===== src/rtl/ttt_game_sequencer.sv =====
// ttt_game_sequencer
//   Tic-tac-toe turn/board sequencer. It debounces the select button and
//   commits the current player's mark to the square under the cursor. It then
//   alternates turns, detects a win or a draw, and produces the four SSD
//   nibbles.
//
//   Optional feature macro: TTT_SCORE_EN. When it is defined, the block keeps
//   saturating 4-bit win tallies per player and shows them on ssd3.
//
//   Ports:
//     ClkPort     in   system clock
//     Reset       in   asynchronous, active-high reset
//     btn_sel     in   raw select button (asynchronous, bouncy)
//     cursor      in   [3:0] square 0..8 (9..15 invalid)
//     board       out  [17:0] cell i at [2i+1:2i]: 00 empty, 01 X, 10 O
//     turn        out  0 = X to move, 1 = O to move
//     game_state  out  [1:0] 00 PLAY, 01 CHECK, 10 WIN, 11 DRAW
//     winner      out  [1:0] 00 none, 01 X, 10 O
//     win_line    out  [7:0] rows 0-2, cols 3-5, diag 6, anti-diag 7
//     ssd3..ssd0  out  [3:0] display nibbles
module ttt_game_sequencer #(
    parameter int DB_CYCLES = 1_000_000,
    parameter int DB_W      = 20
) (
    input  logic        ClkPort,
    input  logic        Reset,
    input  logic        btn_sel,
    input  logic [3:0]  cursor,
    output logic [17:0] board,
    output logic        turn,
    output logic [1:0]  game_state,
    output logic [1:0]  winner,
    output logic [7:0]  win_line,
    output logic [3:0]  ssd3,
    output logic [3:0]  ssd2,
    output logic [3:0]  ssd1,
    output logic [3:0]  ssd0
);

    typedef enum logic [1:0] {
        S_PLAY  = 2'b00,
        S_CHECK = 2'b01,
        S_WIN   = 2'b10,
        S_DRAW  = 2'b11
    } state_t;

    localparam logic [DB_W-1:0] DB_LAST = DB_W'(DB_CYCLES - 1);

    // ---------------- button synchronizer + debounce ----------------
    logic            sync1, sync2, stable, sel_pulse;
    logic [DB_W-1:0] db_cnt;

    always_ff @(posedge ClkPort or posedge Reset) begin
        if (Reset) begin
            sync1     <= 1'b0;
            sync2     <= 1'b0;
            stable    <= 1'b0;
            db_cnt    <= '0;
            sel_pulse <= 1'b0;
        end else begin
            sync1     <= btn_sel;
            sync2     <= sync1;
            // Only a rising edge of the debounced level strobes.
            // Releases update `stable` silently.
            sel_pulse <= sync2 && !stable && (db_cnt == DB_LAST);
            if (sync2 != stable) begin
                if (db_cnt == DB_LAST) begin
                    stable <= sync2;
                    db_cnt <= '0;
                end else begin
                    db_cnt <= db_cnt + 1'b1;
                end
            end else begin
                db_cnt <= '0;
            end
        end
    end

    // ---------------- line evaluation ----------------
    // Return the k-th cell (k = 0..2) of winning line l.
    function automatic int line_cell(input int l, input int k);
        logic [11:0] t;
        case (l)
            0:       t = {4'd2, 4'd1, 4'd0};
            1:       t = {4'd5, 4'd4, 4'd3};
            2:       t = {4'd8, 4'd7, 4'd6};
            3:       t = {4'd6, 4'd3, 4'd0};
            4:       t = {4'd7, 4'd4, 4'd1};
            5:       t = {4'd8, 4'd5, 4'd2};
            6:       t = {4'd8, 4'd4, 4'd0};
            default: t = {4'd6, 4'd4, 4'd2};
        endcase
        return int'(t[4*k +: 4]);
    endfunction

    state_t      state, state_n;
    logic [17:0] board_n;
    logic        turn_n;
    logic [1:0]  winner_n;
    logic [7:0]  win_line_n, line_hit;
    logic [8:0]  cell_full;
    logic [1:0]  mark;
    logic        cursor_ok;

    // During CHECK, `turn` still identifies the player who just moved.
    assign mark      = turn ? 2'b10 : 2'b01;
    assign cursor_ok = (cursor <= 4'd8);

    for (genvar c = 0; c < 9; c++) begin : g_cell
        assign cell_full[c] = |board[2*c +: 2];
    end

    for (genvar l = 0; l < 8; l++) begin : g_line
        localparam int C0 = line_cell(l, 0);
        localparam int C1 = line_cell(l, 1);
        localparam int C2 = line_cell(l, 2);
        assign line_hit[l] = (board[2*C0 +: 2] == mark) &&
                             (board[2*C1 +: 2] == mark) &&
                             (board[2*C2 +: 2] == mark);
    end

    // ---------------- FSM ----------------
    always_ff @(posedge ClkPort or posedge Reset) begin
        if (Reset) begin
            state    <= S_PLAY;
            board    <= '0;
            turn     <= 1'b0;
            winner   <= 2'b00;
            win_line <= '0;
        end else begin
            state    <= state_n;
            board    <= board_n;
            turn     <= turn_n;
            winner   <= winner_n;
            win_line <= win_line_n;
        end
    end

    always_comb begin
        state_n    = state;
        board_n    = board;
        turn_n     = turn;
        winner_n   = winner;
        win_line_n = win_line;
        case (state)
            S_PLAY: begin
                if (sel_pulse && cursor_ok && !cell_full[cursor]) begin
                    board_n[{cursor, 1'b0} +: 2] = mark;
                    state_n = S_CHECK;
                end
            end
            S_CHECK: begin
                // A win is tested before a full board, so a ninth move
                // that completes a line counts as a win, not a draw.
                if (|line_hit) begin
                    state_n    = S_WIN;
                    winner_n   = mark;
                    win_line_n = line_hit;
                end else if (&cell_full) begin
                    state_n = S_DRAW;
                end else begin
                    turn_n  = ~turn;
                    state_n = S_PLAY;
                end
            end
            default: begin
                if (sel_pulse) begin
                    board_n    = '0;
                    winner_n   = 2'b00;
                    win_line_n = '0;
                    turn_n     = 1'b0;
                    state_n    = S_PLAY;
                end
            end
        endcase
    end

    assign game_state = state;

    // ---------------- display ----------------
    assign ssd0 = cursor;
    assign ssd1 = turn ? 4'h0 : 4'hA;

    always_comb begin
        case (state)
            S_WIN:   ssd2 = 4'hE;
            S_DRAW:  ssd2 = 4'hD;
            default: ssd2 = 4'h1;
        endcase
    end

`ifdef TTT_SCORE_EN
    logic [3:0] x_wins, o_wins;
    logic       win_now;

    assign win_now = (state == S_CHECK) && (|line_hit);

    always_ff @(posedge ClkPort or posedge Reset) begin
        if (Reset) begin
            x_wins <= 4'h0;
            o_wins <= 4'h0;
        end else if (win_now) begin
            if (!turn && x_wins != 4'hF) x_wins <= x_wins + 4'h1;
            if ( turn && o_wins != 4'hF) o_wins <= o_wins + 4'h1;
        end
    end

    assign ssd3 = turn ? o_wins : x_wins;
`else
    assign ssd3 = 4'h0;
`endif

endmodule


===== config.mk =====
export PLATFORM = sky130hd
export DESIGN_NAME = ttt_game_sequencer
export DESIGN_NICKNAME = d
export VERILOG_FILES = /design/src/rtl/ttt_game_sequencer.sv
export SDC_FILE = /design/constraint.sdc
export NUM_CORES = 1
export LEC_CHECK = 0
export BUFFER_PORTS_ARGS = -buffer_cell sky130_fd_sc_hd__buf_2
export CAP_MARGIN = 5
export CORE_MARGIN = 10
export CORE_UTILIZATION = 53
export CTS_BUF_LIST = sky130_fd_sc_hd__clkbuf_8
export DETAILED_ROUTE_END_ITERATION = 10
export PLACE_DENSITY = 0.82
export SLEW_MARGIN = 40
export SYNTH_ARGS = -nofsm -noshare
export SYNTH_HDL_FRONTEND = slang
export SYNTH_SLANG_ARGS = --single-unit

===== constraint.sdc =====
create_clock -name ClkPort -period 6 [get_ports ClkPort]
set_input_delay 1.2 -clock ClkPort [delete_from_list [all_inputs] [get_ports ClkPort]]
set_output_delay 1.2 -clock ClkPort [all_outputs]
set_load 0.01 [all_outputs]

## After elaboration in Yosys (flattened, before gate mapping)

Index checks and enable logic that the tools add are counted.

| storage, ports and cells | value |
|---|---|
| register bits after elaboration | 55 |
| logic and storage cells | 104 |
| memories | 0 |
| bits in latches | 0 |
| memory bits (read-only) | 0 |
| bits in writable memories | 0 |

| operators by class | value |
|---|---|
| $lt $le $gt $ge | 2 |
| multiplexer cells | 25 |
| multipliers | 0 |
| bitwise operators | 3 |
| reduce and logical (&&, ||, !) cells | 42 |
| equality and inequality tests | 18 |
| shift operators | 2 |
| $add $sub $neg | 2 |
| div/mod/pow operators | 0 |

Operator list:

| operator | number |
|---|---|
| 20-bit 2-to-1 mux | 2 |
| 18-bit 2-to-1 mux | 2 |
| 18-bit case mux with 2 select lines | 1 |
| 20-bit by 1-bit adder with 20-bit output (second input constant) | 1 |
| 20-bit equality test (second input constant) | 1 |
| 1-bit logical AND | 20 |
| 18-bit bitwise mux | 1 |
| 2-bit equality test | 9 |
| 2-bit OR reduction | 9 |
| 2-bit by 7-bit variable shift with 18-bit output (first input constant) | 1 |
| 2-bit by 7-bit indexed part select with 18-bit output | 1 |
| 8-bit 2-to-1 mux | 2 |
| 8-bit case mux with 2 select lines | 1 |
| 2-bit 2-to-1 mux | 6 |
| 9-bit AND reduction | 1 |
| 2-bit inequality test (second input constant) | 4 |
| 2-bit case mux with 2 select lines | 2 |
| 4-bit case mux with 2 select lines | 1 |
| 8-bit OR reduction | 1 |
| 5-bit negation with 7-bit output | 1 |
| 3-bit AND reduction | 2 |
| 4-bit by 5-bit < comparator with 1-bit output (second input constant) | 1 |
| 1-bit binary-select mux with 4-bit select | 1 |
| 2-bit equality test (second input constant) | 2 |
| other kinds (13) | 21 |

## Longest topological paths before layout

| logic depth | value |
|---|---|
| depth after elaboration | 7 |
| gate-level depth with buffers | 9 |

## Worst setup path before layout

Ideal clock, no wire load.

| timing | value |
|---|---|
| path type | input to register |
| from | input cursor[0] |
| to | register board[16] |
| stages on the path | 9 |
| arrival time | 3.037 ns |
| required time | 5.921 ns |
| path slack | 2.884 ns |
| setup time | 0.079 ns |
| path through | buf_4 -> inv_1 -> ha_1 -> and2b_1 -> o31ai_1 -> a21oi_1 -> nand2_1 -> nor4_1 -> mux2i_1 |

| on the way | value |
|---|---|
| cells in the longest elaborated chain, start to end | 6 |
| elaborated cells between the ends (all ways) | 14 |
| those cells by class | 1 x add/sub; 1 x order compare; 1 x eq/ne; 2 x shift; 5 x mux; 4 x reduce/logical |

RTL lines:

| element | line | RTL |
|---|---|---|
| from (decl) | 28 | `input logic [3:0] cursor,` |
| parallel branches: the longest is 6 deep, another holds 5-bit negation with 7-bit output | - |  |
| to (signal assigned) | 132 | `board <= board_n;` |
| to (decl) | 29 | `output logic [17:0] board,` |

Parallel ways; which one is timed is not known. The select of a mux whose other input is x is not followed.
A chain may end at the register's enable or synchronous reset.

## Final worst setup path

Same ends and word-level chain as after synthesis.

==> metrics.md <==
| Metric | Value |
|---|---|
| Status | completed |
| Post-CTS Setup Repair Bufs | 0 |
| Reg-to-Reg End | win_line[1] |
| Clock Sinks | 55 |
| Final WL | approximately 7800 um |
| Post-route cell area | 3510 um2 |
| First-pass GRT wire length | about 13000 um |
| Clock Pin Slew Worst Setup and Hold Paths | around 0.09 ns |
| Sum of negative setup slack | 0 ns |
| R2R Setup Slk | 3.44 ns |
| Dpl hpwl | approximately 5700 um |
| Initial drt markers | roughly 220 |
| Via count | between 2000 and 3000 |
| Final period util | 54.7% |
| Register area share after synthesis | 42.9% |
| Reg2reg path depth | 6 |
| Die Height | 97.8 um |
| Initial Utilization | between 50% and 60% |
| Max-cap viol count | 0 |
| Layout cell share with drive strength beyond 1 | a little under a quarter |
| Port bufs | 47 |
| Switching power | 0.163 mW |
| Slew Limit Headroom | approximately half |
| Clock Power Share | 36.9% |
| Leading register cell type out of synthesis | dfrtp_1 |
| # fillers | 495 |
| #FFs+latches synth | 55 |
| CTS root buffer | clkbuf_8 |
| Ys Warns | 0 |
| Placement Cell Area | ~3400 um2 |
| Storage cell area | 1380 um2 |
| Core area | 5890 um2 |
| DRT Pass-1 Iters | 4 |
| Slew Viols, Final | 0 |
| Layout area overhead | 9.51% |
| Avg Inst Size Synth | approximately 9.8 um2 |
| Vias in the first global route | about 2600 |
| Async set or reset register ratio after synthesis | 100% |
| Clock Skew | about 0.012 ns |
| Routed vias/inst | 6.07 |
| Commonest non-fill, non-tap cell in the layout | dfrtp_1 |
| WL/cell | roughly 18 um |
| Largest net degree at the start of global routing | 56 |
| Seq pwr share | 56.1% |
| RSZ-0062 raised after global routing | false |
| Sw Ratio | 24.1% |
| Comb power frac | 7.1% |
| Worst R2R Start | turn |
| Total GRT Usage | between 15 and 20% |
| Remaining antenna violation count | 0 |
| GP Congestion | 0.928 |
| Ant diodes | 0 |
| Total power | 0.676 mW |
| Die X-Extent | 97.8 um |
| Post-synth cell types | 60 |
| Hold-fix buffers, CTS | 0 |
| HP Class | reg2reg |
| EDFF count, synth | 0 |
| Initial antenna violation count | 0 |
| Post-layout util | between 50 and 60% |
| Crit-path max FO | 11 |
| Hold Vio Cnt, Final | 0 |
| Peak VDD IR | 0.126 mV |
| Arrival time worst endpoint | 3.51 ns |
| Row Count | 28 |
| Cts repair resizes | 0 |
| TritonCTS buffer count | 5 |
| CP endpoint kind | flip-flop |
| Post-synthesis instance total | about 330 |
| Critical Path Sink | board[16] |
| Worst-Margin Slew | 0.727 ns |
| Longest Clk Path Bufs | 2 |
| Area of the multi-input gates | around 1600 um2 |
| H-tree depth | 2 |
| Die area | 9570 um2 |
| Req. time, crit path | a little over 6 ns |
| Internal power | 0.513 mW |
| Worst Hold Depth | 0 |
| Grt ovf | 0 |
| Minimum clock period | 3.28 ns |
| # IOs | 54 |
| Nets | 376 |
| Max Clock Freq | 305 MHz |
| Critical path class | in2reg |
| CP Launch Point | cursor[0] |
| # setup viols final | 0 |
| Residual DRC count | 0 |
| CTS tree | done |
| Leak | 1.58 nW |
| PwrDens | just under 200 nW/um2 |
| Clock latency on the worst-skew pair | 0.32 ns |
| Netlist Area Pre-Place | between 3000 and 4000 um2 |
| CP Launch Type | primary input |
| Most frequent cells in the layout | 55 x dfrtp_1, 47 x buf_2, 36 x nor2_1, 27 x nand2_1, 14 x xor2_1 |
[worst max-delay path, cell delays in order]
cell and delay [ns]:
buf_2 0.17, inv_1 0.14, ha_1 0.29, and2b_1 0.23, o31ai_1 0.10, a21oi_1 0.26, nand2_1 0.27, nor4_1 0.57
mux2i_1 0.27
[metrics by stage]
| stage | hold slack, ns | std cells | setup slack (ns) |
|---|---|---|---|
| after detailed placement | 0.336 | 432 | 2.51 |
| after global routing | 0.380 | 440 | 2.52 |
| after floorplan | 0.331 | 333 | 2.88 |
| final | 0.355 | 440 | 2.72 |
| after global placement | 0.331 | 432 | 2.70 |
| after CTS | 0.358 | 440 | 2.78 |
[layer usage]
layer  routed length [um]  part of all wire (%)  global-route usage [%]  up-vias
met4                  267                   3.4                    8.28        0
met1                 3150                    40                    18.4     1295
li1                     -                     -                       -     1242
met3                  569                   7.3                    4.72       26
met2                 3820                    49                    26.6      108
met5                    0                     0                       0        -
[cell families after synthesis]
family | synth area share (%)
XOR/XNOR | 5.46
other | 0.117
flip-flops | 42.9
multiplexers | 3.94
AND/OR/NAND/NOR | 22.8
buffers and inverters | 6.47
AO/OA/AOI/OAI | 16.4
adder cells (fa/ha/maj) | 1.95
[registers in the layout, indices dropped and copies added (netlist names)]
register,flops
board,18
db_cnt,20
game_state,2
sel_pulse,1
stable,1
sync1,1
sync2,1
turn,1
win_line,8
winner,2
[synth_stat cells (all sizes together) (8+ instances only)]
| library cell | n | area share (%) |
|---|---|---|
| dfrtp | 55 | 43 |
| nor2 | 36 | 4.2 |
| nand2 | 27 | 3.2 |
| buf | 15 | 3.7 |
| xor2 | 14 | 3.8 |
| nand3 | 13 | 2.0 |
| o21ai | 13 | 2.0 |
| o22ai | 13 | 2.9 |
| inv | 11 | 1.3 |
| o31ai | 11 | 2.6 |
| clkbuf | 8 | 0.94 |
| or2b | 8 | 2.2 |
[worst min-delay path by stage]
stage,start,slack (ns),end
2_1_floorplan,sync1,0.33,sync2
3_3_place_gp,sync1,0.33,sync2
3_5_place_dp,sync1,0.34,sync2
4_1_cts,sync1,0.36,sync2
5_1_grt,sync1,0.38,sync2
6_report,sync1,0.35,sync2
[final cells by class]
cell class                 instances  share of cell area (%)
clock inverter                     3                    1.25
timing repair buffer              48                    6.91
inverter                          12                    1.28
clock buffer                       5                    1.96
multi-input combinational        242                    46.8
tap                               75                    2.67
sequential                        55                    39.2
[power groups by stage]
| stage | sequential (mW) | combinational (mW) | clock [mW] |
|---|---|---|---|
| 2_1_floorplan | 0.384 | 0.0417 | 0 |
| 3_3_place_gp | 0.386 | 0.0466 | 0 |
| 3_5_place_dp | 0.386 | 0.0480 | 0 |
| 5_1_grt | 0.380 | 0.0539 | 0.270 |
| 4_1_cts | 0.379 | 0.0479 | 0.252 |
| 6_report | 0.379 | 0.0478 | 0.249 |
Note: power is estimated with default switching activity, not from simulation.
